## src/rtl/mem_port_arbiter.sv

```systemverilog
// mem_port_arbiter: shares the core's single memory port between instruction
// fetch (read-only) and the LSU (read/write). One transaction is outstanding at
// a time; each is bounded by a response timeout that completes it with an error.
// Optional build macro ARB_ROUND_ROBIN_EN: when defined, ties in IDLE go to the
// requester that was not served last instead of fixed LSU-over-IF priority.
module mem_port_arbiter #(
   parameter int XLEN           = 32,
   parameter int TIMEOUT_CYCLES = 255,
   parameter int CNT_W          = 8
) (
   input  logic            clock_i,
   input  logic            reset_i,
   input  logic            if_req_i,
   input  logic [XLEN-1:0] if_addr_i,
   output logic            if_rvalid_o,
   output logic [XLEN-1:0] if_rdata_o,
   output logic            if_err_o,
   output logic            if_stall_o,
   input  logic            lsu_req_i,
   input  logic            lsu_we_i,
   input  logic [XLEN-1:0] lsu_addr_i,
   input  logic [XLEN-1:0] lsu_wdata_i,
   input  logic [1:0]      lsu_size_i,
   output logic            lsu_rvalid_o,
   output logic [XLEN-1:0] lsu_rdata_o,
   output logic            lsu_err_o,
   output logic            lsu_stall_o,
   output logic            mem_req_o,
   output logic            mem_we_o,
   output logic [XLEN-1:0] mem_addr_o,
   output logic [XLEN-1:0] mem_wdata_o,
   output logic [1:0]      mem_size_o,
   input  logic            mem_ready_i,
   input  logic            mem_rvalid_i,
   input  logic [XLEN-1:0] mem_rdata_i
);

   typedef enum logic [1:0] {
      IDLE     = 2'd0,
      ISSUE    = 2'd1,
      WAIT_RSP = 2'd2,
      RESP     = 2'd3
   } state_t;

   localparam logic             OWN_IF   = 1'b0;
   localparam logic             OWN_LSU  = 1'b1;
   localparam logic [CNT_W-1:0] CNT_LAST = CNT_W'(TIMEOUT_CYCLES - 1);
   localparam logic [CNT_W-1:0] CNT_ONE  = CNT_W'(1);

   state_t            state_r;
   state_t            next_state_s;
   logic              grant_lsu_s;
   logic              any_req_s;
   logic              owner_r;
   logic              we_r;
   logic [XLEN-1:0]   addr_r;
   logic [XLEN-1:0]   wdata_r;
   logic [1:0]        size_r;
   logic [XLEN-1:0]   rdata_r;
   logic              err_r;
   logic [CNT_W-1:0]  cnt_r;
   logic              in_issue_s;
   logic              in_resp_s;

`ifdef ARB_ROUND_ROBIN_EN
   logic              last_owner_r;
`endif

   assign any_req_s = if_req_i | lsu_req_i;

   // Pick the winner among pending requesters while idle.
   always_comb begin
      grant_lsu_s = 1'b0;
`ifdef ARB_ROUND_ROBIN_EN
      if (lsu_req_i && if_req_i) begin
         grant_lsu_s = (last_owner_r == OWN_IF);
      end else begin
         grant_lsu_s = lsu_req_i;
      end
`else
      grant_lsu_s = lsu_req_i;
`endif
   end

   // Next-state logic for the transaction FSM.
   always_comb begin
      next_state_s = state_r;
      case (state_r)
         IDLE: begin
            if (any_req_s) next_state_s = ISSUE;
            else           next_state_s = IDLE;
         end
         ISSUE: begin
            if (mem_ready_i && mem_rvalid_i) next_state_s = RESP;
            else if (mem_ready_i)            next_state_s = WAIT_RSP;
            else                             next_state_s = ISSUE;
         end
         WAIT_RSP: begin
            if (mem_rvalid_i)            next_state_s = RESP;
            else if (cnt_r == CNT_LAST)  next_state_s = RESP;
            else                         next_state_s = WAIT_RSP;
         end
         RESP:    next_state_s = IDLE;
         default: next_state_s = IDLE;
      endcase
   end

   // FSM state register.
   always_ff @(posedge clock_i) begin
      if (reset_i) state_r <= IDLE;
      else         state_r <= next_state_s;
   end

   // Latch the granted request, capture responses and run the timeout counter.
   always_ff @(posedge clock_i) begin
      if (reset_i) begin
         owner_r <= OWN_IF;
         we_r    <= 1'b0;
         addr_r  <= {XLEN{1'b0}};
         wdata_r <= {XLEN{1'b0}};
         size_r  <= 2'b00;
         rdata_r <= {XLEN{1'b0}};
         err_r   <= 1'b0;
         cnt_r   <= {CNT_W{1'b0}};
      end else begin
         case (state_r)
            IDLE: begin
               if (any_req_s) begin
                  owner_r <= grant_lsu_s ? OWN_LSU : OWN_IF;
                  if (grant_lsu_s) begin
                     we_r    <= lsu_we_i;
                     addr_r  <= lsu_addr_i;
                     wdata_r <= lsu_we_i ? lsu_wdata_i : {XLEN{1'b0}};
                     size_r  <= lsu_size_i;
                  end else begin
                     we_r    <= 1'b0;
                     addr_r  <= if_addr_i;
                     wdata_r <= {XLEN{1'b0}};
                     size_r  <= 2'b10;
                  end
               end
            end
            ISSUE: begin
               cnt_r <= {CNT_W{1'b0}};
               if (mem_ready_i && mem_rvalid_i) begin
                  rdata_r <= mem_rdata_i;
                  err_r   <= 1'b0;
               end
            end
            WAIT_RSP: begin
               if (mem_rvalid_i) begin
                  rdata_r <= mem_rdata_i;
                  err_r   <= 1'b0;
               end else if (cnt_r == CNT_LAST) begin
                  rdata_r <= {XLEN{1'b0}};
                  err_r   <= 1'b1;
               end else begin
                  cnt_r <= cnt_r + CNT_ONE;
               end
            end
            default: begin
               cnt_r <= cnt_r;
            end
         endcase
      end
   end

`ifdef ARB_ROUND_ROBIN_EN
   // Remember who was served last so the other side wins the next tie.
   always_ff @(posedge clock_i) begin
      if (reset_i) begin
         last_owner_r <= OWN_LSU;
      end else if ((state_r != RESP) && (next_state_s == RESP)) begin
         last_owner_r <= owner_r;
      end else begin
         last_owner_r <= last_owner_r;
      end
   end
`endif

   // Outputs are decoded straight from registered state; stalls follow the requests.
   assign in_issue_s   = (state_r == ISSUE);
   assign in_resp_s    = (state_r == RESP);
   assign mem_req_o    = in_issue_s;
   assign mem_we_o     = in_issue_s & we_r;
   assign mem_addr_o   = in_issue_s ? addr_r  : {XLEN{1'b0}};
   assign mem_wdata_o  = in_issue_s ? wdata_r : {XLEN{1'b0}};
   assign mem_size_o   = in_issue_s ? size_r  : 2'b00;
   assign if_rvalid_o  = in_resp_s & (owner_r == OWN_IF);
   assign lsu_rvalid_o = in_resp_s & (owner_r == OWN_LSU);
   assign if_err_o     = if_rvalid_o & err_r;
   assign lsu_err_o    = lsu_rvalid_o & err_r;
   assign if_rdata_o   = rdata_r;
   assign lsu_rdata_o  = rdata_r;
   assign if_stall_o   = if_req_i & ~if_rvalid_o;
   assign lsu_stall_o  = lsu_req_i & ~lsu_rvalid_o;

endmodule

```

## config.mk

```make
export PLATFORM = sky130hd
export DESIGN_NAME = mem_port_arbiter
export DESIGN_NICKNAME = d
export VERILOG_FILES = /design/src/rtl/mem_port_arbiter.sv
export SDC_FILE = /design/constraint.sdc
export NUM_CORES = 1
export LEC_CHECK = 0
export BUFFER_PORTS_ARGS = -buffer_cell sky130_fd_sc_hd__buf_2
export CORE_MARGIN = 10
export CORE_UTILIZATION = 40
export DETAILED_ROUTE_END_ITERATION = 10
export PLACE_DENSITY = 0.78
export REMOVE_ABC_BUFFERS = 1
export SLEW_MARGIN = 20
export SYNTH_ARGS = -nofsm -noshare
export SYNTH_HDL_FRONTEND = slang
export SYNTH_SLANG_ARGS = --single-unit
```

## constraint.sdc

```tcl
create_clock -name clock_i -period 2.1 [get_ports clock_i]
set_input_delay 0.21 -clock clock_i [delete_from_list [all_inputs] [get_ports clock_i]]
set_output_delay 0.21 -clock clock_i [all_outputs]
set_load 0.1 [all_outputs]
```

==> flow_summary_export.csv, run 1 <==
group,metric,value,unit
setup_path,slowest_delay,0.34,ns
synth,synthDistinctLibCells,45,
drt,drt_iter0_drc,198,
global_route,grtUsageTotal,0.175,
drt,wl_per_cell,17.2,µm
timing,rsz0062_at_grt,"false",
drt,detail-route-antenna-nets,0,
drt,drt_first_pass_iters,4,
global_route,grt_pass1_wl,25.1,mm
floorplanning,dieArea,17400,µm²
setup_path,worstPathArrival,1.72,ns
cells_and_area,mostFrequentLayoutCells,"buf_2 (204), dfxtp_1 (111), buf_12 (74), nor2_1 (71), and2_1 (69)",
cells_and_area,multiInputGateArea,2370,µm²
synth,netlist_area,5020,µm²
clock_network,hold_buffers,0,
job,max_cap_violations,0,
global_route,overflow,0,
clock_network,clock-sinks,111,
floorplanning,core_region_area,12200,µm²
setup_path,path_depth,5,
synth,syn_avg_cell_area,9.41,µm²
synth,ys_top_cells_by_area,"dfxtp_1 (44%), and2_1 (8.6%), mux2i_1 (6.4%)",
synth,yosys_warnings,0,
power_and_ir_drop,leakage,3.51,nW
synth,yosysTopAreaCell,"dfxtp_1",
placement,dpl_cell_area,7320,µm²
clock_network,htreeDepth,3,
placement,hpwl,12.5,mm
floorplanning,start_util,0.413,
timing,setup_viol,0,
setup_path,crit_top_cell,"buf_12",
cells_and_area,seqCellArea,2220,µm²
synth,synthDominantCellAreaShare,0.442,
setup_path,reg2reg_depth,6,
floorplanning,pin_count,275,
cells_and_area,drive_gt1_frac,0.407,
setup_path,critical_path_class,"reg -> out",
clock_network,cts_max_path_buffers,2,
hold_path,whs_path_depth,2,
floorplanning,row_count,40,
power_and_ir_drop,design_power_total,6.46,mW
setup_path,setup.worst_path.end_class,"output pin",
timing,finalSetupTns,0,ns
floorplanning,die-width,132,µm
setup_path,worstPathCellList,"inv_1, ha_2, buf_12, and2_1, buf_12",
drt,finalWirelength,16.0,mm
clock_network,cts_setup_buffers,0,
global_route,grt_antenna_before_repair,1,
setup_path,crit_required,1.89,ns
hold_path,holdCritPathClass,"in -> reg",
cells_and_area,post-route-cell-area,7640,µm²
power_and_ir_drop,ir_drop,0.932,mV
synth,ys_seq_elements,111,
timing,tightest_slew,0.512,ns
cells_and_area,area_growth,52.1,%
setup_path,path_delay_family,"buffers and inverters",
timing,hold_viol,0,
drt,drc,0,
timing,final.setup_skew,0.00804,ns
clock_network,clockRootBuffer,"clkbuf_16",
setup_path,crit_path_start_kind,"flip-flop",
outcome,status,"complete, no violations",
drt,num_vias,4592,
timing,slew_headroom,0.656,
setup_path,cp_max_fo,70,
clock_network,clk_latency,0.34,ns
timing,max_freq,0.519,GHz
setup_path,path_buf_inv,3,
timing,fin_crit_sh,0.918,
synth,synth-seq-area-share,0.442,
clock_network,path_clk_slew,0.07,ns
timing,period_needed,1.93,ns
placement,port_buffers,274,
cells_and_area,fill_cells,1003,
clock_network,cts_buffers,9,
cells_and_area,layout.nets,900,
drt,viasPerCell,4.94,
floorplanning,die_y,132,µm
cells_and_area,final_common_cell,"buf_2",
placement,gp_congestion,0.805,
power_and_ir_drop,power.density,846,nW/µm²
timing,final_max_slew_viol_count,0,
setup_path,cpMaxStageDelayCell,"dfxtp_1",
synth,synth_cells,534,
clock_network,cts_tree,"built",
global_route,grt_max_degree,71,
global_route,grt_pass1_vias,4729,
-- sequential cells by signal, summed over array words and instances, names as in the netlist, 2 cells and up, named ones only --
register    count
cnt_r           8
if_rdata_o     32
addr_r         32
size_r          2
wdata_r        32
-- repair_timing --
item                                    4_1_cts  5_1_grt
endpoints found under the setup margin       67      100
cloned                                        0        1
resized for setup                             1        5
pin swaps                                     0        1
-- area by class of cell --
cell class / count / share of cell area
antenna: 1 / 0.000328
timing repair buffer: 283 / 0.333
clock inverter: 7 / 0.00721
clock buffer: 9 / 0.0295
multi-input combinational: 348 / 0.310
tap: 168 / 0.0275
sequential: 111 / 0.291
inverter: 3 / 0.00147
-- where the power goes --
| part | switching, mW | internal (mW) |
|---|---|---|
| logic | 1.83 | 0.648 |
| registers | 0.0967 | 2.28 |
| clock network | 0.784 | 0.818 |
| total | 2.72 | 3.74 |
-- Yosys cell counts (all sizes together) --
| cell | number |
|---|---|
| a31oi | 1 |
| buf | 58 |
| a211oi | 32 |
| dfxtp | 111 |
| nand2 | 11 |
| o211ai | 3 |
| nand3b | 2 |
| o21ai | 5 |
| a22oi | 32 |
| a21oi | 12 |
| inv | 3 |
| clkbuf | 15 |
| a21bo | 1 |
| and3b | 1 |
| nor2b | 6 |
| nor3 | 2 |
| o21bai | 1 |
| or2 | 1 |
| and2 | 70 |
| or4 | 2 |
| a221oi | 1 |
| nand2b | 4 |
| nand4 | 2 |
| mux2i | 32 |
| a22o | 34 |
| o211a | 1 |
| ha | 7 |
| and3 | 3 |
| o22ai | 1 |
| o21a | 1 |
| nor2 | 71 |
| nand3 | 7 |
| o32ai | 1 |
-- stage by stage --
stage                      util  hold WS [ns]  cells  setup slack (ns)
after floorplan               -         0.279    461             -1.14
after global placement    0.602         0.426    912             0.191
after detailed placement  0.602         0.429    912            0.0910
after CTS                 0.626        0.0599    928            0.0146
after global routing      0.628        0.0594    930            0.0295
final                     0.628        0.0734    930             0.172
-- layer usage --
metal	share of wire	vias to the layer above	GRT usage
met2	0.50	178	0.301
li1	-	2287	-
met3	0.082	19	0.0697
met4	0.021	0	0.0692
met5	0	-	0
met1	0.40	2108	0.188
-- cells by family (layout without fill, tap and decap cells) --
logic type	Yosys count	after routing	share of synthesized area
and+or+nand+nor	182	182	0.191
AOI/OAI and AO/OA	126	127	0.193
DFF	111	111	0.442
buffers and inverters	76	302	0.0919
muxes	32	32	0.0638
adders and majority gates	7	7	0.0174
other	0	1	0
-- worst paths after layout --
kind              slack (ns)             end            start
hold reg to reg         0.45       size_r[0]        size_r[0]
hold / removal          0.07  if_rdata_o[21]  mem_rdata_i[21]
setup / recovery        0.17   mem_addr_o[9]        flip-flop
setup reg to reg        0.26   if_rdata_o[5]       state_r[0]
-- worst register-to-register path, delay by kind of cell (launching register included) --
kind	cells	cell delay (ns)
flops	1	0.34
fa+ha+maj	1	0.19
simple gates	1	0.22
compound gates	3	0.90
buf+inv	1	0.14
(Power assumes the default switching activity.)
==> inputs of run 2 (changes only) <==
MAX_ROUTING_LAYER = met4   (was unset)
==> flow_summary_export.csv, run 2 (same netlist as run 1, synthesis figures left out) <==
group,metric,value,unit
drt,wl_met2,8.03,mm
setup_path,path_delay_family,"buffers and inverters",
cells_and_area,fill_cells,1004,
cells_and_area,area_growth,52.1,%
global_route,grt_antenna_before_repair,1,
setup_path,setup.worst_path.end_class,"output pin",
timing,hold_viol,0,
placement,place_inst,912,
cells_and_area,mostFrequentLayoutCells,"buf_2 (204), dfxtp_1 (111), buf_12 (74), nor2_1 (71), and2_1 (69)",
setup_path,critical_path_class,"reg -> out",
timing,final.setup_skew,0.00703,ns
drt,viasPerCell,4.94,
hold_path,hold_path_startpoint,"mem_rdata_i[21]",
clock_network,cts_buffers,9,
clock_network,clk_latency,0.35,ns
timing,fin_crit_sh,0.916,
drt,detail-route-antenna-nets,0,
drt,wl_per_cell,17.3,µm
floorplanning,core_region_area,12200,µm²
setup_path,worstPathCellList,"inv_1, ha_2, buf_12, and2_1, buf_12",
clock_network,cts_max_path_buffers,2,
global_route,grt_max_degree,71,
cells_and_area,drive_gt1_frac,0.407,
global_route,overflow,0,
clock_network,cts_tree,"built",
outcome,status,"complete, no violations",
clock_network,htreeDepth,3,
timing,rsz0062_at_grt,"false",
floorplanning,start_util,0.413,
setup_path,r2r-start,"state_r[0]",
job,max_cap_violations,0,
global_route,grt_pass1_vias,4742,
drt,finalWirelength,16.1,mm
setup_path,worstPathArrival,1.71,ns
placement,gp_congestion,0.817,
floorplanning,die_y,132,µm
setup_path,path_buf_inv,3,
setup_path,crit_path_start_kind,"flip-flop",
timing,finalSetupTns,0,ns
setup_path,slowest_delay,0.34,ns
timing,max_freq,0.520,GHz
setup_path,cp_max_fo,70,
hold_path,holdCritPathClass,"in -> reg",
setup_path,crit_top_cell,"buf_12",
floorplanning,pin_count,275,
cells_and_area,layout.nets,900,
global_route,grt_pass1_wl,25.0,mm
cells_and_area,final_common_cell,"buf_2",
drt,drc,0,
drt,drt_first_pass_iters,5,
drt,highest_layer,"met4",
global_route,grtUsageTotal,0.181,
drt,wl_met3,1.08,mm
placement,place_ws,0.0910,ns
floorplanning,die-width,132,µm
cells_and_area,layout.cells.non_filler,930,
clock_network,clock-sinks,111,
power_and_ir_drop,leakage,3.51,nW
timing,period_needed,1.92,ns
power_and_ir_drop,ir_drop,0.933,mV
timing,final_max_slew_viol_count,0,
setup_path,cpMaxStageDelayCell,"dfxtp_1",
timing,tightest_slew,0.520,ns
drt,num_vias,4598,
floorplanning,row_count,40,
drt,drt_iter0_drc,201,
timing,whs,0.0722,ns
placement,hpwl,12.5,mm
timing,fin_ws,0.176,ns
drt,wl_met1,6.56,mm
power_and_ir_drop,power.density,846,nW/µm²
clock_network,hold_buffers,0,
timing,slew_headroom,0.651,
floorplanning,dieArea,17400,µm²
clock_network,path_clk_slew,0.07,ns
setup_path,crit_required,1.89,ns
timing,setup_viol,0,
clock_network,clockRootBuffer,"clkbuf_16",
placement,port_buffers,274,
## run 2: worst paths after layout
| kind | to | slack [ns] | cells after the start |
|---|---|---|---|
| max reg2reg | if_rdata_o[5] | 0.26 | 6 |
| min reg2reg | size_r[0] | 0.45 | 2 |
| max | mem_addr_o[9] | 0.18 | 5 |
| min | if_rdata_o[21] | 0.07 | 2 |
## run 2: layout make-up
type	instances	area (µm²)	area share
clock inverters	7	55.1	0.00721
clock buffers	9	225	0.0295
repair buffers	283	2540	0.333
inverters	3	11.3	0.00147
multi-input cells	348	2370	0.310
flip-flops and latches	111	2220	0.291
well taps	168	210	0.0275
diodes	1	2.50	0.000328
## run 2: routing by layer
layer  vias up  global-route usage
met5         -                   -
met4         0              0.0692
met3        27              0.0587
met2       181               0.302
met1      2109               0.195
li1       2281                   -
## run 2: where the power goes
group	total (mW)	internal, mW	switching, mW
Clock	1.61	0.818	0.788
Combinational	2.48	0.648	1.83
Sequential	2.37	2.28	0.0978
Total	6.46	3.74	2.72
## run 2: through the flow
step / util / instance area (µm²) / power [mW]
after floorplan: - / 4570 / 4.15
after global placement: 0.602 / 7320 / 4.87
after detailed placement: 0.602 / 7320 / 4.91
after CTS: 0.626 / 7610 / 6.53
after global routing: 0.628 / 7640 / 6.74
final: 0.628 / 7640 / 6.46
## run 2: what timing repair did
item | CTS | global route
setup buffers | 0 | 0
gates resized for setup | 1 | 5
cloned | 0 | 1
pin swaps | 0 | 1
endpoints found under the setup margin | 67 | 100
==> inputs of run 3 (changes only) <==
PLACE_DENSITY = 0.83   (was 0.78)
TNS_END_PERCENT = 5   (was unset)
clock period = 1.7 ns   (was 2.1 ns; I/O delays follow)
==> flow_summary_export.csv, run 3 (same netlist as run 1, synthesis figures left out) <==
group,metric,value,unit
outcome,status,"finished, violations left",
outcome,violations,"negative setup slack",
clock_network,cts_buffers,9,
floorplanning,start_util,0.413,
cells_and_area,final_common_cell,"buf_2",
clock_network,htreeDepth,3,
drt,drc,0,
timing,slew_headroom,0.662,
timing,whs,0.0386,ns
placement,hpwl,12.8,mm
timing,tightest_slew,0.510,ns
floorplanning,die-width,132,µm
floorplanning,pin_count,275,
setup_path,setup.worst_path.end_class,"output pin",
global_route,grtUsageTotal,0.190,
setup_path,crit_required,1.53,ns
timing,final_max_slew_viol_count,0,
setup_path,path_depth,6,
global_route,grt_max_degree,78,
power_and_ir_drop,design_power_total,8.39,mW
drt,viasPerCell,4.99,
floorplanning,row_count,40,
cells_and_area,seqCellArea,2230,µm²
cells_and_area,mostFrequentLayoutCells,"buf_2 (200), dfxtp_1 (109), buf_12 (82), nor2_1 (71), and2_4 (70)",
power_and_ir_drop,leakage,3.87,nW
clock_network,cts_tree,"built",
floorplanning,die_y,132,µm
drt,drt_iter0_drc,200,
placement,gp_congestion,0.834,
power_and_ir_drop,power.density,1000,nW/µm²
clock_network,hold_buffers,0,
floorplanning,core_region_area,12200,µm²
timing,period_needed,1.72,ns
timing,fin_crit_sh,1.01,
global_route,grt_pass1_vias,5057,
setup_path,reg2reg_depth,7,
timing,max_freq,0.580,GHz
hold_path,holdCritPathClass,"in -> reg",
timing,finalSetupTns,-0.293,ns
setup_path,path_delay_family,"buffers and inverters",
floorplanning,dieArea,17400,µm²
setup_path,crit_path_start_kind,"flip-flop",
placement,place_ws,-0.197,ns
cells_and_area,fill_cells,872,
drt,num_vias,4823,
job,max_cap_violations,0,
global_route,grt_pass1_wl,26.4,mm
clock_network,path_clk_slew,0.07,ns
clock_network,cts_max_path_buffers,2,
drt,finalWirelength,17.9,mm
cells_and_area,layout.cells.non_filler,967,
clock_network,clock-sinks,111,
timing,rsz0062_at_grt,"true",
placement,place_inst,928,
setup_path,cp_max_fo,8,
placement,port_buffers,274,
setup_path,worstPathCellList,"inv_2, ha_4, buf_12, clkbuf_16, and2_4, buf_12",
setup_path,critical_path_class,"reg -> out",
global_route,grt_antenna_before_repair,4,
power_and_ir_drop,ir_drop,1.16,mV
cells_and_area,area_growth,66.8,%
setup_path,cpMaxStageDelayCell,"dfxtp_2",
timing,hold_viol,0,
drt,drt_first_pass_iters,4,
setup_path,slowest_delay,0.34,ns
timing,final.setup_skew,0.00738,ns
hold_path,whs_path_depth,2,
drt,wl_per_cell,18.5,µm
setup_path,worstPathArrival,1.55,ns
timing,setup_viol,25,
cells_and_area,layout.nets,934,
global_route,overflow,0,
drt,detail-route-antenna-nets,0,
clock_network,clk_latency,0.35,ns
setup_path,crit_top_cell,"buf_12",
setup_path,path_buf_inv,4,
cells_and_area,multiInputGateArea,2600,µm²
timing,fin_ws,-0.0249,ns
clock_network,clockRootBuffer,"clkbuf_16",
cells_and_area,drive_gt1_frac,0.533,
-- run 3: power breakdown --
group	total, mW	switching (mW)	internal, mW
Sequential	2.95	0.140	2.81
Combinational	3.44	2.38	1.06
Clock	2.00	0.988	1.01
Total	8.39	3.51	4.89
-- run 3: final timing paths --
path	from	end	slack, ns
worst min-delay path	mem_rdata_i[18]	if_rdata_o[18]	0.04
worst max-delay path	flip-flop	mem_wdata_o[20]	-0.02
worst max register to register	flip-flop	cnt_r[5]	0.02
worst min register to register	size_r[0]	size_r[0]	0.45
-- run 3: per-layer routing --
layer	GRT usage	vias up	share of wire
met5	-	-	0
met4	0.0587	0	0.015
met3	0.0606	16	0.068
met2	0.334	185	0.53
met1	0.198	2252	0.39
li1	-	2370	-
-- run 3: timing repair --
item | in CTS | in global routing
pin swaps | 29 | 41
gates resized for setup | 48 | 52
setup endpoints to repair | 106 | 135
gates cloned | 3 | 7
setup buffers | 0 | 9
-- run 3: layout make-up --
| type | instances | area share |
|---|---|---|
| antenna | 4 | 0.00119 |
| clock buffer | 9 | 0.0269 |
| clock inverter | 7 | 0.00672 |
| inverter | 3 | 0.00164 |
| multi-input combinational | 348 | 0.310 |
| sequential | 111 | 0.266 |
| tap | 168 | 0.0251 |
| timing repair buffer | 317 | 0.363 |
-- run 3: metrics by stage --
step	cell area (µm²)	util
finish	8380	0.689
global route	8380	0.689
CTS	8000	0.658
detailed placement	7520	0.618
global placement	7520	0.618
floorplan	4570	-
